## src/rtl/mem_port_arbiter_if.sv

```systemverilog
// Bundles the fetch, data and memory-side handshake signals of mem_port_arbiter.
// master: the arbiter's view; slave: the pipeline/memory environment's view.
interface mem_port_arbiter_if #(
  parameter int unsigned AW = 64,
  parameter int unsigned DW = 64
);
  logic          if_req;
  logic [AW-1:0] if_addr;
  logic          if_flush;
  logic          if_gnt;
  logic          if_rvalid;
  logic [DW-1:0] if_rdata;

  logic          dm_req;
  logic          dm_we;
  logic [AW-1:0] dm_addr;
  logic [DW-1:0] dm_wdata;
  logic [1:0]    dm_size;
  logic          dm_gnt;
  logic          dm_rvalid;
  logic [DW-1:0] dm_rdata;

  logic          mem_req;
  logic          mem_we;
  logic [AW-1:0] mem_addr;
  logic [DW-1:0] mem_wdata;
  logic [1:0]    mem_size;
  logic          mem_gnt;
  logic          mem_rvalid;
  logic [DW-1:0] mem_rdata;

  modport master (
    input  if_req, if_addr, if_flush,
    output if_gnt, if_rvalid, if_rdata,
    input  dm_req, dm_we, dm_addr, dm_wdata, dm_size,
    output dm_gnt, dm_rvalid, dm_rdata,
    output mem_req, mem_we, mem_addr, mem_wdata, mem_size,
    input  mem_gnt, mem_rvalid, mem_rdata
  );

  modport slave (
    output if_req, if_addr, if_flush,
    input  if_gnt, if_rvalid, if_rdata,
    output dm_req, dm_we, dm_addr, dm_wdata, dm_size,
    input  dm_gnt, dm_rvalid, dm_rdata,
    input  mem_req, mem_we, mem_addr, mem_wdata, mem_size,
    output mem_gnt, mem_rvalid, mem_rdata
  );
endinterface

```

## src/rtl/mem_port_arbiter.sv

```systemverilog
// Shares one memory port between instruction fetch and the MEM stage, one transaction
// in flight; data side has priority, a starvation counter guarantees fetch progress.
module mem_port_arbiter #(
  parameter int unsigned AW           = 64,
  parameter int unsigned DW           = 64,
  parameter int unsigned STARVE_LIMIT = 4
) (
  input logic              clk,
  input logic              rst_n,
  mem_port_arbiter_if.master bus
);
  localparam int unsigned CW = $clog2(STARVE_LIMIT + 1);

  typedef enum logic [1:0] {S_IDLE, S_REQ, S_RESP} state_t;
  typedef enum logic [1:0] {OWN_NONE, OWN_IF, OWN_DM} owner_t;

  state_t        state;
  owner_t        owner;
  logic [CW-1:0] starve_cnt;
  logic          drop;

  logic          mem_req_q;
  logic          mem_we_q;
  logic [AW-1:0] mem_addr_q;
  logic [DW-1:0] mem_wdata_q;
  logic [1:0]    mem_size_q;
  logic          if_rvalid_q;
  logic          dm_rvalid_q;
  logic [DW-1:0] if_rdata_q;
  logic [DW-1:0] dm_rdata_q;

  logic if_elig;
  logic both_elig;
  logic dm_win;
  logic if_win;

  // Same-cycle arbitration in IDLE; grants are suppressed while reset is asserted.
  always_comb begin
    if_elig   = bus.if_req & ~bus.if_flush;
    both_elig = if_elig & bus.dm_req;
    dm_win    = 1'b0;
    if_win    = 1'b0;
    if (rst_n && state == S_IDLE) begin
      dm_win = bus.dm_req & (~if_elig | (starve_cnt < CW'(STARVE_LIMIT)));
      if_win = if_elig & ~dm_win;
    end
  end

  always_ff @(posedge clk) begin
    if (!rst_n) begin
      state       <= S_IDLE;
      owner       <= OWN_NONE;
      starve_cnt  <= '0;
      drop        <= 1'b0;
      mem_req_q   <= 1'b0;
      mem_we_q    <= 1'b0;
      mem_addr_q  <= '0;
      mem_wdata_q <= '0;
      mem_size_q  <= 2'b00;
      if_rvalid_q <= 1'b0;
      dm_rvalid_q <= 1'b0;
      if_rdata_q  <= '0;
      dm_rdata_q  <= '0;
    end else begin
      if_rvalid_q <= 1'b0;
      dm_rvalid_q <= 1'b0;

      // A flushed fetch still runs to completion on the bus; only its response is dropped.
      if (owner == OWN_IF && bus.if_flush && state != S_IDLE) begin
        drop <= 1'b1;
      end

      case (state)
        S_IDLE: begin
          if (dm_win) begin
            mem_req_q   <= 1'b1;
            mem_we_q    <= bus.dm_we;
            mem_addr_q  <= bus.dm_addr;
            mem_wdata_q <= bus.dm_wdata;
            mem_size_q  <= bus.dm_size;
            owner       <= OWN_DM;
            state       <= S_REQ;
            if (both_elig && starve_cnt != CW'(STARVE_LIMIT)) begin
              starve_cnt <= starve_cnt + CW'(1);
            end
          end else if (if_win) begin
            mem_req_q   <= 1'b1;
            mem_we_q    <= 1'b0;
            mem_addr_q  <= bus.if_addr;
            mem_wdata_q <= '0;
            mem_size_q  <= 2'b10;
            owner       <= OWN_IF;
            state       <= S_REQ;
            starve_cnt  <= '0;
          end
        end
        S_REQ: begin
          if (bus.mem_gnt) begin
            mem_req_q <= 1'b0;
            state     <= S_RESP;
          end
        end
        S_RESP: begin
          if (bus.mem_rvalid) begin
            if (owner == OWN_DM) begin
              dm_rvalid_q <= 1'b1;
              dm_rdata_q  <= bus.mem_rdata;
            end else if (owner == OWN_IF && !drop && !bus.if_flush) begin
              if_rvalid_q <= 1'b1;
              if_rdata_q  <= bus.mem_rdata;
            end
            drop  <= 1'b0;
            owner <= OWN_NONE;
            state <= S_IDLE;
          end
        end
        default: state <= S_IDLE;
      endcase
    end
  end

  assign bus.if_gnt    = if_win;
  assign bus.dm_gnt    = dm_win;
  assign bus.if_rvalid = if_rvalid_q;
  assign bus.if_rdata  = if_rdata_q;
  assign bus.dm_rvalid = dm_rvalid_q;
  assign bus.dm_rdata  = dm_rdata_q;
  assign bus.mem_req   = mem_req_q;
  assign bus.mem_we    = mem_we_q;
  assign bus.mem_addr  = mem_addr_q;
  assign bus.mem_wdata = mem_wdata_q;
  assign bus.mem_size  = mem_size_q;
endmodule
```

## src/flat_wrapper.sv

```systemverilog
// flat-port wrapper written by rule: the top's interface ports become plain ports
module mem_port_arbiter_flat 
#(
  parameter int unsigned AW           = 64,
  parameter int unsigned DW           = 64,
  parameter int unsigned STARVE_LIMIT = 4
)
  (clk, rst_n, bus_if_req, bus_if_addr, bus_if_flush, bus_if_gnt, bus_if_rvalid, bus_if_rdata, bus_dm_req, bus_dm_we, bus_dm_addr, bus_dm_wdata, bus_dm_size, bus_dm_gnt, bus_dm_rvalid, bus_dm_rdata, bus_mem_req, bus_mem_we, bus_mem_addr, bus_mem_wdata, bus_mem_size, bus_mem_gnt, bus_mem_rvalid, bus_mem_rdata);
  mem_port_arbiter_if #(.AW(AW), .DW(DW)) bus_i ();
  input logic clk;
  input logic rst_n;
  input wire logic [$bits(bus_i.if_req)-1:0] bus_if_req;
  input wire logic [$bits(bus_i.if_addr)-1:0] bus_if_addr;
  input wire logic [$bits(bus_i.if_flush)-1:0] bus_if_flush;
  output wire logic [$bits(bus_i.if_gnt)-1:0] bus_if_gnt;
  output wire logic [$bits(bus_i.if_rvalid)-1:0] bus_if_rvalid;
  output wire logic [$bits(bus_i.if_rdata)-1:0] bus_if_rdata;
  input wire logic [$bits(bus_i.dm_req)-1:0] bus_dm_req;
  input wire logic [$bits(bus_i.dm_we)-1:0] bus_dm_we;
  input wire logic [$bits(bus_i.dm_addr)-1:0] bus_dm_addr;
  input wire logic [$bits(bus_i.dm_wdata)-1:0] bus_dm_wdata;
  input wire logic [$bits(bus_i.dm_size)-1:0] bus_dm_size;
  output wire logic [$bits(bus_i.dm_gnt)-1:0] bus_dm_gnt;
  output wire logic [$bits(bus_i.dm_rvalid)-1:0] bus_dm_rvalid;
  output wire logic [$bits(bus_i.dm_rdata)-1:0] bus_dm_rdata;
  output wire logic [$bits(bus_i.mem_req)-1:0] bus_mem_req;
  output wire logic [$bits(bus_i.mem_we)-1:0] bus_mem_we;
  output wire logic [$bits(bus_i.mem_addr)-1:0] bus_mem_addr;
  output wire logic [$bits(bus_i.mem_wdata)-1:0] bus_mem_wdata;
  output wire logic [$bits(bus_i.mem_size)-1:0] bus_mem_size;
  input wire logic [$bits(bus_i.mem_gnt)-1:0] bus_mem_gnt;
  input wire logic [$bits(bus_i.mem_rvalid)-1:0] bus_mem_rvalid;
  input wire logic [$bits(bus_i.mem_rdata)-1:0] bus_mem_rdata;
  assign bus_i.if_req = bus_if_req;
  assign bus_i.if_addr = bus_if_addr;
  assign bus_i.if_flush = bus_if_flush;
  assign bus_if_gnt = bus_i.if_gnt;
  assign bus_if_rvalid = bus_i.if_rvalid;
  assign bus_if_rdata = bus_i.if_rdata;
  assign bus_i.dm_req = bus_dm_req;
  assign bus_i.dm_we = bus_dm_we;
  assign bus_i.dm_addr = bus_dm_addr;
  assign bus_i.dm_wdata = bus_dm_wdata;
  assign bus_i.dm_size = bus_dm_size;
  assign bus_dm_gnt = bus_i.dm_gnt;
  assign bus_dm_rvalid = bus_i.dm_rvalid;
  assign bus_dm_rdata = bus_i.dm_rdata;
  assign bus_mem_req = bus_i.mem_req;
  assign bus_mem_we = bus_i.mem_we;
  assign bus_mem_addr = bus_i.mem_addr;
  assign bus_mem_wdata = bus_i.mem_wdata;
  assign bus_mem_size = bus_i.mem_size;
  assign bus_i.mem_gnt = bus_mem_gnt;
  assign bus_i.mem_rvalid = bus_mem_rvalid;
  assign bus_i.mem_rdata = bus_mem_rdata;
  mem_port_arbiter #(.AW(AW), .DW(DW), .STARVE_LIMIT(STARVE_LIMIT)) u_core (.clk(clk), .rst_n(rst_n), .bus(bus_i));
endmodule
```

## config.mk

```make
export PLATFORM = sky130hd
export DESIGN_NAME = mem_port_arbiter_flat
export DESIGN_NICKNAME = d
export VERILOG_FILES = /design/src/rtl/mem_port_arbiter_if.sv /design/src/rtl/mem_port_arbiter.sv /design/src/flat_wrapper.sv
export SDC_FILE = /design/constraint.sdc
export NUM_CORES = 1
export LEC_CHECK = 0
export CAP_MARGIN = 20
export CORE_AREA = 2 2 206 208
export CTS_CLUSTER_DIAMETER = 60
export CTS_CLUSTER_SIZE = 10
export DETAILED_ROUTE_END_ITERATION = 6
export DIE_AREA = 0 0 208 210
export GPL_ROUTABILITY_DRIVEN = 0
export PLACE_DENSITY_LB_ADDON = 0.2
export SYNTH_ARGS = -nofsm -noshare
export SYNTH_HDL_FRONTEND = slang
export SYNTH_SLANG_ARGS = --single-unit
```

## constraint.sdc

```tcl
create_clock -name clk -period 3.7 [get_ports clk]
set_clock_uncertainty 0.05 [all_clocks]
set_input_delay 0.925 -clock clk [delete_from_list [all_inputs] [get_ports clk]]
set_output_delay 0.925 -clock clk [all_outputs]
set_load 0.02 [all_outputs]
```

==> results.tsv <==
metric	value	unit
total CTS buffers	37	
clock share of power	42.8	%
clk root buf	clkbuf_16	
dpl cells	2121	
core outline area	41500	um^2
Switching Fraction	26.1	%
Leak	0.00567	uW
unrepaired setup endpoints after global routing	false	
Setup crit end kind	output port	
CTS tree	done	
post-synth design cell area	9550	um^2
hold_buf cts	0	
Post-CTS Resized	0	
die width	208	um
Synth Instances	1131	
Final ANT Viol Nets	0	
syn avg cell area	8.44	um^2
CTS Sinks	270	
Power Internal	5560	uW
Min Clock Period, post-route	3.51	ns
die height	210	um
Slew HR	9.01	%
Initial DRT Pass Iterations	5	
post-DP HPWL	26100	um
CTS Buffer Depth	3	
CP Class	primary input to output port	
worst path arrival time	2.54	ns
Layout area overhead	70.9	%
port bufs	529	
final hold violations	0	
Ports	530	
complex-gate fraction of the synthesized area	20.3	%
GRT Util Overall	16.9	%
largest net degree at the start of global routing	203	
die area	43700	um^2
initial antenna violation count	2	
post-CTS setup buffers	0	
Max Cap Viol	0	
routed length per placed instance	17.8	um
proportion of layout cells with a drive suffix above 1	4.77	%
Max Transition Viols Final	0	
total wire length	38800	um
Core Rows	75	
Clk pin slew, worst setup/hold paths	0.05	ns
Total Neg Setup Slack	0	ns
global-route wire length before repair	58300	um
actual slew at the worst max-slew pin	1.36	ns
worst vdd ir	0.293	mV
Initial DRC Count	463	
most frequent cells in the layout	528 x clkdlybuf4s50_1, 270 x dfxtp_1, 259 x nand2_1, 143 x nor2_1, 137 x a21oi_1	
DP Worst Slack	0.135	ns
placed inst area	15300	um^2
syn nets	1399	
Critical Path Fanout Max	3	
largest family of logic cells by synthesized area	compound AO/OA/AOI/OAI gates	
Worst EP required	2.72	ns
Final Power	7530	uW
Fillers	4287	
post-synthesis mux area share	0	%
vias in the first global route	9815	
worst-skew pair later-pin latency	0.53	ns
combinational power share	15.7	%
Via-to-Cell Ratio	4.53	
commonest non-fill, non-tap cell in the layout	clkdlybuf4s50_1	
Final period util	94.9	%
post-route insts no fill	2175	
Initial Utilization	23.0	%
Tightest Hold Check Type	flip-flop to flip-flop	
Vias	9853	
share of the yosys chip area belonging to registers	56.6	%
Setup violations, final	0	
synthesized-area fraction occupied by adder cells	0.262	%
status	finished clean	
Distinct cells, synth	32	
setup ws final	0.189	ns
sequential power share	41.5	%
nets	1889	
Setup crit start kind	primary input	
Seq cells post-synth	270	
FMAX	285	MHz
post-route cell area	16300	um^2
H-Tree Depth	2	
NetSw	1970	uW
Post-Synth XOR/XNOR Area	0	%
Reg2Reg Setup Slack	1.49	ns
total grt overflow	0	
DRC	0	
power per cell area	461	nW/um^2
Simple-Gate Fraction of Synth Area	17.5	%
Ys Warns	0	
layer usage:
layer | vias to the layer above | GRT usage, % | wire length (um)
li1 | 4811 | - | -
met5 | - | 0 | 0
met4 | 0 | 6.14 | 1180
met1 | 4604 | 20.5 | 16400
met2 | 373 | 27.2 | 17800
met3 | 65 | 6.56 | 3360
worst paths after layout:
kind | cells past startpoint | startpoint | end
setup / recovery | 5 | bus_if_flush | bus_dm_gnt
hold / removal | 2 | u_core.bus.if_rdata[53]$_SDFFE_PN0P_ | u_core.bus.if_rdata[53]$_SDFFE_PN0P_
setup reg to reg | 5 | u_core.state[1]$_SDFFE_PN0P_ | u_core.bus.if_rdata[10]$_SDFFE_PN0P_
hold reg to reg | 2 | u_core.bus.if_rdata[53]$_SDFFE_PN0P_ | u_core.bus.if_rdata[53]$_SDFFE_PN0P_
cell families after synthesis:
family | after synthesis
simple gates | 423
compound gates | 337
flops | 270
buf+inv | 99
fa+ha+maj | 2
stage by stage:
stage	utilization [%]	hold WS, ns
6_report	39.4	0.401
5_1_grt	39.4	0.417
4_1_cts	39.3	0.404
3_5_place_dp	36.8	0.396
3_3_place_gp	36.8	0.391
2_1_floorplan	-	0.403
power by group through the flow:
stage | combinational (uW) | sequential, uW | clock (uW)
after CTS | 1200 | 3120 | 3350
after global routing | 1270 | 3140 | 3460
final | 1180 | 3130 | 3220
after floorplan | 344 | 3340 | 0
after detailed placement | 1190 | 3180 | 0
after global placement | 1190 | 3180 | 0
state kept, by name, summed over array words and instances (netlist names):
name                  cells
u_core.bus.mem_we         1
u_core.bus.mem_wdata     64
u_core.drop               1
u_core.bus.dm_rdata      64
u_core.state              2
u_core.bus.dm_rvalid      1
u_core.owner              2
u_core.bus.if_rdata      64
u_core.bus.mem_req        1
u_core.starve_cnt         3
u_core.bus.if_rvalid      1
u_core.bus.mem_size       2
u_core.bus.mem_addr      64
layout make-up:
cell class	instances	area, um^2	share of cell area [%]
clock buffers	41	951	5.83
flip-flops and latches	270	5410	33.1
multi-input cells	762	3670	22.5
well taps	539	674	4.13
repair buffers	544	5490	33.6
clock inverters	11	101	0.621
inverters	6	27.5	0.169
diodes	2	5.00	0.0307
worst max-delay path, cell delays in order:
cell             delay [ns]
clkdlybuf4s50_1        0.49
nand3b_1               0.16
nand3_2                0.10
nor2_1                 0.21
clkdlybuf4s50_1        0.65
synthesized netlist by cell type (all sizes together):
library cell	n	share of area, %
nor2	144	5.7
or4b	1	0.10
clkbuf	46	1.8
nand4	1	0.066
ha	2	0.26
dfxtp	270	57
nand3b	2	0.29
buf	47	3.2
or4	1	0.079
o21a	2	0.16
and3	1	0.066
or3b	1	0.092
nor4b	1	0.092
nor3b	1	0.079
nor3	3	0.16
a21oi	137	7.2
nand3	4	0.21
nand2b	2	0.13
nor2b	1	0.066
o21ai	66	3.5
nand2	259	10
nor4	1	0.22
inv	6	0.24
a22oi	66	5.2
o22ai	66	4.3
(Power assumes the default switching activity.)
